## config.mk

```make
export PLATFORM = sky130hd
export DESIGN_NAME = matmul_result_streamer
export DESIGN_NICKNAME = d
export VERILOG_FILES = /design/src/rtl/matmul_result_streamer.sv
export SDC_FILE = /design/constraint.sdc
export NUM_CORES = 1
export LEC_CHECK = 0
export ABC_AREA = 1
export BUFFER_PORTS_ARGS = -buffer_cell sky130_fd_sc_hd__buf_2
export CORE_MARGIN = 2
export CORE_UTILIZATION = 45
export CTS_CLUSTER_DIAMETER = 60
export DETAILED_ROUTE_END_ITERATION = 7
export PLACE_DENSITY = 0.72
export SLEW_MARGIN = 20
export SYNTH_ARGS = -nofsm -noshare
export SYNTH_HDL_FRONTEND = slang
export SYNTH_SLANG_ARGS = --single-unit
```

## constraint.sdc

```tcl
create_clock -name clk -period 4.05 [get_ports clk]
set_clock_uncertainty 0.15 [all_clocks]
set_input_delay 0.81 -clock clk [delete_from_list [all_inputs] [get_ports clk]]
set_output_delay 0.81 -clock clk [all_outputs]
set_load 0.005 [all_outputs]
```

## src/rtl/matmul_result_streamer.sv

```systemverilog
// Output stage of the 2x2 matrix-multiplier core.
// Buffers up to two result frames (four signed accumulators each) and streams
// every frame out as four saturated OUT_W-bit beats, in push order.
// out_data/out_sat are combinational from the buffered frame only, so the
// core side can change c_data freely without disturbing a held beat.
module matmul_result_streamer #(
    parameter int ACC_W = 10,
    parameter int OUT_W = 8,
    parameter int DEPTH = 2
) (
    input  logic                 clk,
    input  logic                 rst,
    input  logic                 c_valid,
    input  logic [4*ACC_W-1:0]   c_data,
    output logic                 c_ready,
    input  logic                 out_ready,
    output logic                 out_valid,
    output logic [OUT_W-1:0]     out_data,
    output logic [1:0]           out_index,
    output logic                 out_last,
    output logic                 out_sat,
    output logic                 ovf_flag,
    input  logic                 clr_flags,
    output logic [7:0]           frame_cnt
);

    localparam int FRAME_W = 4 * ACC_W;
    // Saturation bounds expressed at accumulator width so comparisons stay signed
    localparam logic signed [ACC_W-1:0] SAT_MAX = ACC_W'((1 << (OUT_W - 1)) - 1);
    localparam logic signed [ACC_W-1:0] SAT_MIN = ACC_W'(-(1 << (OUT_W - 1)));
    localparam logic [OUT_W-1:0] CLAMP_HI = {1'b0, {(OUT_W - 1){1'b1}}};
    localparam logic [OUT_W-1:0] CLAMP_LO = {1'b1, {(OUT_W - 1){1'b0}}};

    logic [FRAME_W-1:0] mem [DEPTH];

    logic [1:0] count_reg;
    logic [1:0] count_next;
    logic       wr_ptr_reg;
    logic       rd_ptr_reg;
    logic [1:0] idx_reg;
    logic       ovf_reg;
    logic [7:0] frame_cnt_reg;

    logic               push;
    logic               beat;
    logic               frame_done;
    logic [FRAME_W-1:0] rd_frame;
    logic [OUT_W-1:0]   elem_data [4];
    logic [3:0]         elem_sat;

    // Acceptance depends on the registered fill level only: a pop in the
    // same cycle does not free a slot until the following cycle.
    assign c_ready    = !rst && (count_reg != 2'(DEPTH));
    assign out_valid  = (count_reg != 2'd0);
    assign push       = c_valid && c_ready;
    assign beat       = out_valid && out_ready;
    assign frame_done = beat && (idx_reg == 2'd3);
    assign rd_frame   = mem[rd_ptr_reg];

    // Per-element saturation of the frame at the read pointer
    generate
        for (genvar gi = 0; gi < 4; gi++) begin : g_elem
            logic signed [ACC_W-1:0] elem;
            logic                    above;
            logic                    below;
            assign elem  = rd_frame[gi*ACC_W +: ACC_W];
            assign above = (elem > SAT_MAX);
            assign below = (elem < SAT_MIN);
            assign elem_sat[gi]  = above || below;
            assign elem_data[gi] = above ? CLAMP_HI :
                                   below ? CLAMP_LO : elem[OUT_W-1:0];
        end
    endgenerate

    assign out_data  = out_valid ? elem_data[idx_reg] : '0;
    assign out_sat   = out_valid && elem_sat[idx_reg];
    assign out_index = idx_reg;
    assign out_last  = out_valid && (idx_reg == 2'd3);
    assign ovf_flag  = ovf_reg;
    assign frame_cnt = frame_cnt_reg;

    // Fill level: push and final-beat pop together leave it unchanged
    always_comb begin
        count_next = count_reg;
        case ({push, frame_done})
            2'b10:   count_next = count_reg + 2'd1;
            2'b01:   count_next = count_reg - 2'd1;
            default: count_next = count_reg;
        endcase
    end

    // Control state: pointers, beat index, sticky overflow, frame counter
    always_ff @(posedge clk or posedge rst) begin
        if (rst) begin
            count_reg     <= 2'd0;
            wr_ptr_reg    <= 1'b0;
            rd_ptr_reg    <= 1'b0;
            idx_reg       <= 2'd0;
            ovf_reg       <= 1'b0;
            frame_cnt_reg <= 8'd0;
        end else begin
            count_reg <= count_next;
            if (push) begin
                wr_ptr_reg <= ~wr_ptr_reg;
            end
            if (beat) begin
                idx_reg <= idx_reg + 2'd1;
            end
            if (frame_done) begin
                rd_ptr_reg    <= ~rd_ptr_reg;
                frame_cnt_reg <= frame_cnt_reg + 8'd1;
            end
            // A clamped beat leaving in the same cycle as a clear keeps the flag set
            if (beat && out_sat) begin
                ovf_reg <= 1'b1;
            end else if (clr_flags) begin
                ovf_reg <= 1'b0;
            end
        end
    end

    // Frame storage; contents need no reset because count gates visibility
    always_ff @(posedge clk) begin
        if (push) begin
            mem[wr_ptr_reg] <= c_data;
        end
    end

endmodule

```

==> reports/qor.txt <==
Core box area: 0.009109 mm²
Number of flops mapped to enable cells by yosys: 80
Cell count of the worst reg-to-reg path: 8
Design Area, Final: 0.004781 mm²
Horizontal die dimension: 100.3 µm
Share of final-layout standard cells stronger than drive strength 1: 21.56%
Final critical-path required period: 3.350 ns
First element of the critical path: rd_ptr_reg
Routability congestion estimate: 0.7680
Area after detailed placement: 0.004599 mm²
Worst IR drop on VDD: 0.4116 mV
Pwr dens: 664.2 mW/mm²
CTS root buffer: clkbuf_8
Post-route non-filler standard cell count: 585
Utilization after layout: 52.49%
Clk slew on worst S/H paths: 0.10 ns
Cell taking the most area after synthesis: edfxtp_1
Async set-reset flop share out of synthesis: 15.79%
Via total after detailed routing: 2888
Synthesized area: 0.004172 mm²
Worst-case hold slack: 0.3399 ns
Total Nets Final: 516
Antenna violations before repair: 0
Fin. max-slew vios: 0
Number of search-and-repair iterations in the first detailed-routing pass: 4
Number of fill cells in the layout: 832
Largest register FFs: 80
GRT Total Usage: 16.82%
Number of nets with antenna violations after detailed routing: 0
Worst hold path class: primary input to async pin
DRC violation count after routing: 0
Dominant synthesized flop cell: edfxtp_1
Final WL: 8.013 mm
RSZ-0062 raised after global routing: no
Post-CTS Repair Setup Buffers: 0
Leakage power total: 2.132 nW
Hold buffer count at cts: 0
Worst slew margin relative to its limit: 43.94%
Number of levels in the clock H-tree: 3
Latest clock arrival within the worst-skew pair: 0.36 ns
Largest net degree at the start of global routing: 42
Most frequent cells after synthesis: 192 x nand2_1, 80 x edfxtp_1, 23 x inv_1, 23 x nand3_1, 15 x dfrtp_1
Total count of hold-check failures in the final report: 0
Total design power: 3.176 mW
Count of placed standard cells including taps: 568
Count of cell types in the netlist: 29
Syn. warnings: 0
R2R Path Start: count_reg[0]
Longest Clk Path Bufs: 2
Vias in the first global route: 2839
Die height: 100.3 µm
Biggest fanout along the worst timing path: 40
Syn nets: 446
Detailed placer's ending HPWL: 5.527 mm
Area of combinational cells with multiple inputs: 0.001231 mm²
Initial core utilization: 45.80%
Maximum clock rate: 298.5 MHz
Setup TNS: 0 ns
Worst setup slack after placement: 1.107 ns
Crit. End Element: primary output
Required time worst endpoint: 3.09 ns
Final Cycle Share: 82.72%
GR Overflow Total: 0
Count of clock tree sinks: 95
Startpoint Class: flop
Sequential share of the synthesized area: 66.59%
First-pass GRT wire length: 13.08 mm
Arrival time of data at the critical path endpoint: 2.39 ns
Critical path class: flop to primary output
Area of the die: 0.01006 mm²
Floorplan row count: 35
Worst-Margin Slew: 0.8379 ns
Initial detailed-routing violation count: 158
CTS tree: yes
Count of endpoints failing setup in the final report: 0
Worst path setup slack after routing: 0.6999 ns
Max-Cap Viols: 0
Port Buffers: 67
P&R area growth vs syn: 14.61%
Yosys top cell area share: 57.59%
Resize count post-CTS: 0
Largest cells by area after synthesis: edfxtp_1 58%, nand2_1 17%, dfrtp_1 9.0%
Clock buffers created by TritonCTS: 9
Post-synthesis average cell area: 10.48 µm²
Number of top-level pins: 68
Average wire per cell in the routed design: 13.70 µm
Post-synthesis sequential element count: 95
Result of the run: completed
Most common cell in the netlist: nand2_1
Vias per Instance: 4.937
Sequential Area: 0.002778 mm²
Count of mapped cells out of synthesis: 398
R2R Setup Slk: 1.60 ns
==> area by class of cell <==
type,instances,area share [%]
multi-input cells,267,25.75
well taps,111,2.905
repair buffers,70,7.485
diodes,1,0.05234
clock inverters,7,1.152
inverters,25,1.963
flip-flops and latches,95,58.10
clock buffers,9,2.591
==> report_power, final <==
group	internal [mW]	switching, mW	leakage, nW
Clock	0.232	0.343	0.0923
Combinational	0.438	0.835	1.12
Sequential	1.23	0.0975	0.920
==> cells by family (layout without fill, tap and decap cells) <==
| family | after synthesis | after routing | synth area share, % |
|---|---|---|---|
| adders and majority gates | 3 | 3 | 0.8999 |
| xor gates and xnor gates | 10 | 10 | 2.100 |
| other | 0 | 1 | 0 |
| DFF | 95 | 95 | 66.59 |
| AOI/OAI and AO/OA | 21 | 21 | 3.600 |
| and+or+nand+nor | 233 | 233 | 22.56 |
| buffers and inverters | 36 | 111 | 4.259 |
==> layout by cell type, fill, tap and decap left out, drive strengths merged, types with 3 or more instances in the layout <==
master	n
nand2	199
edfxtp	80
buf	70
inv	28
nand3	23
dfrtp	15
a21oi	12
clkbuf	9
xor2	7
nor2	6
o21ai	6
xnor2	3
ha	3
clkinv	3
==> per-layer routing <==
| layer | part of all wire (%) | wire (µm) | track usage (%) |
|---|---|---|---|
| met1 | 47 | 3750 | 22.23 |
| met2 | 48 | 3811 | 27.36 |
| met3 | 4.4 | 354 | 3.343 |
| met4 | 1.2 | 97 | 6.849 |
| met5 | 0 | 0 | 0 |
==> path summary, 6_finish.rpt <==
kind,end
min in group clk,ovf_flag
worst min-delay path,count_reg[1]
worst min register to register,ovf_flag
worst max register to register,count_reg[1]
max in group asynchronous,frame_cnt[5]
worst max-delay path,out_data[1]
==> worst max-delay path, cell delays in order, from the launching register on <==
cell,delay [ns]
dfrtp_1,0.40
inv_2,0.51
nand2_1,0.12
nand2_1,0.14
o21bai_1,0.14
and2_1,0.28
nand2_1,0.09
nand3_1,0.08
a21oi_1,0.09
buf_2,0.18
Note: power is estimated with default switching activity, not from simulation.
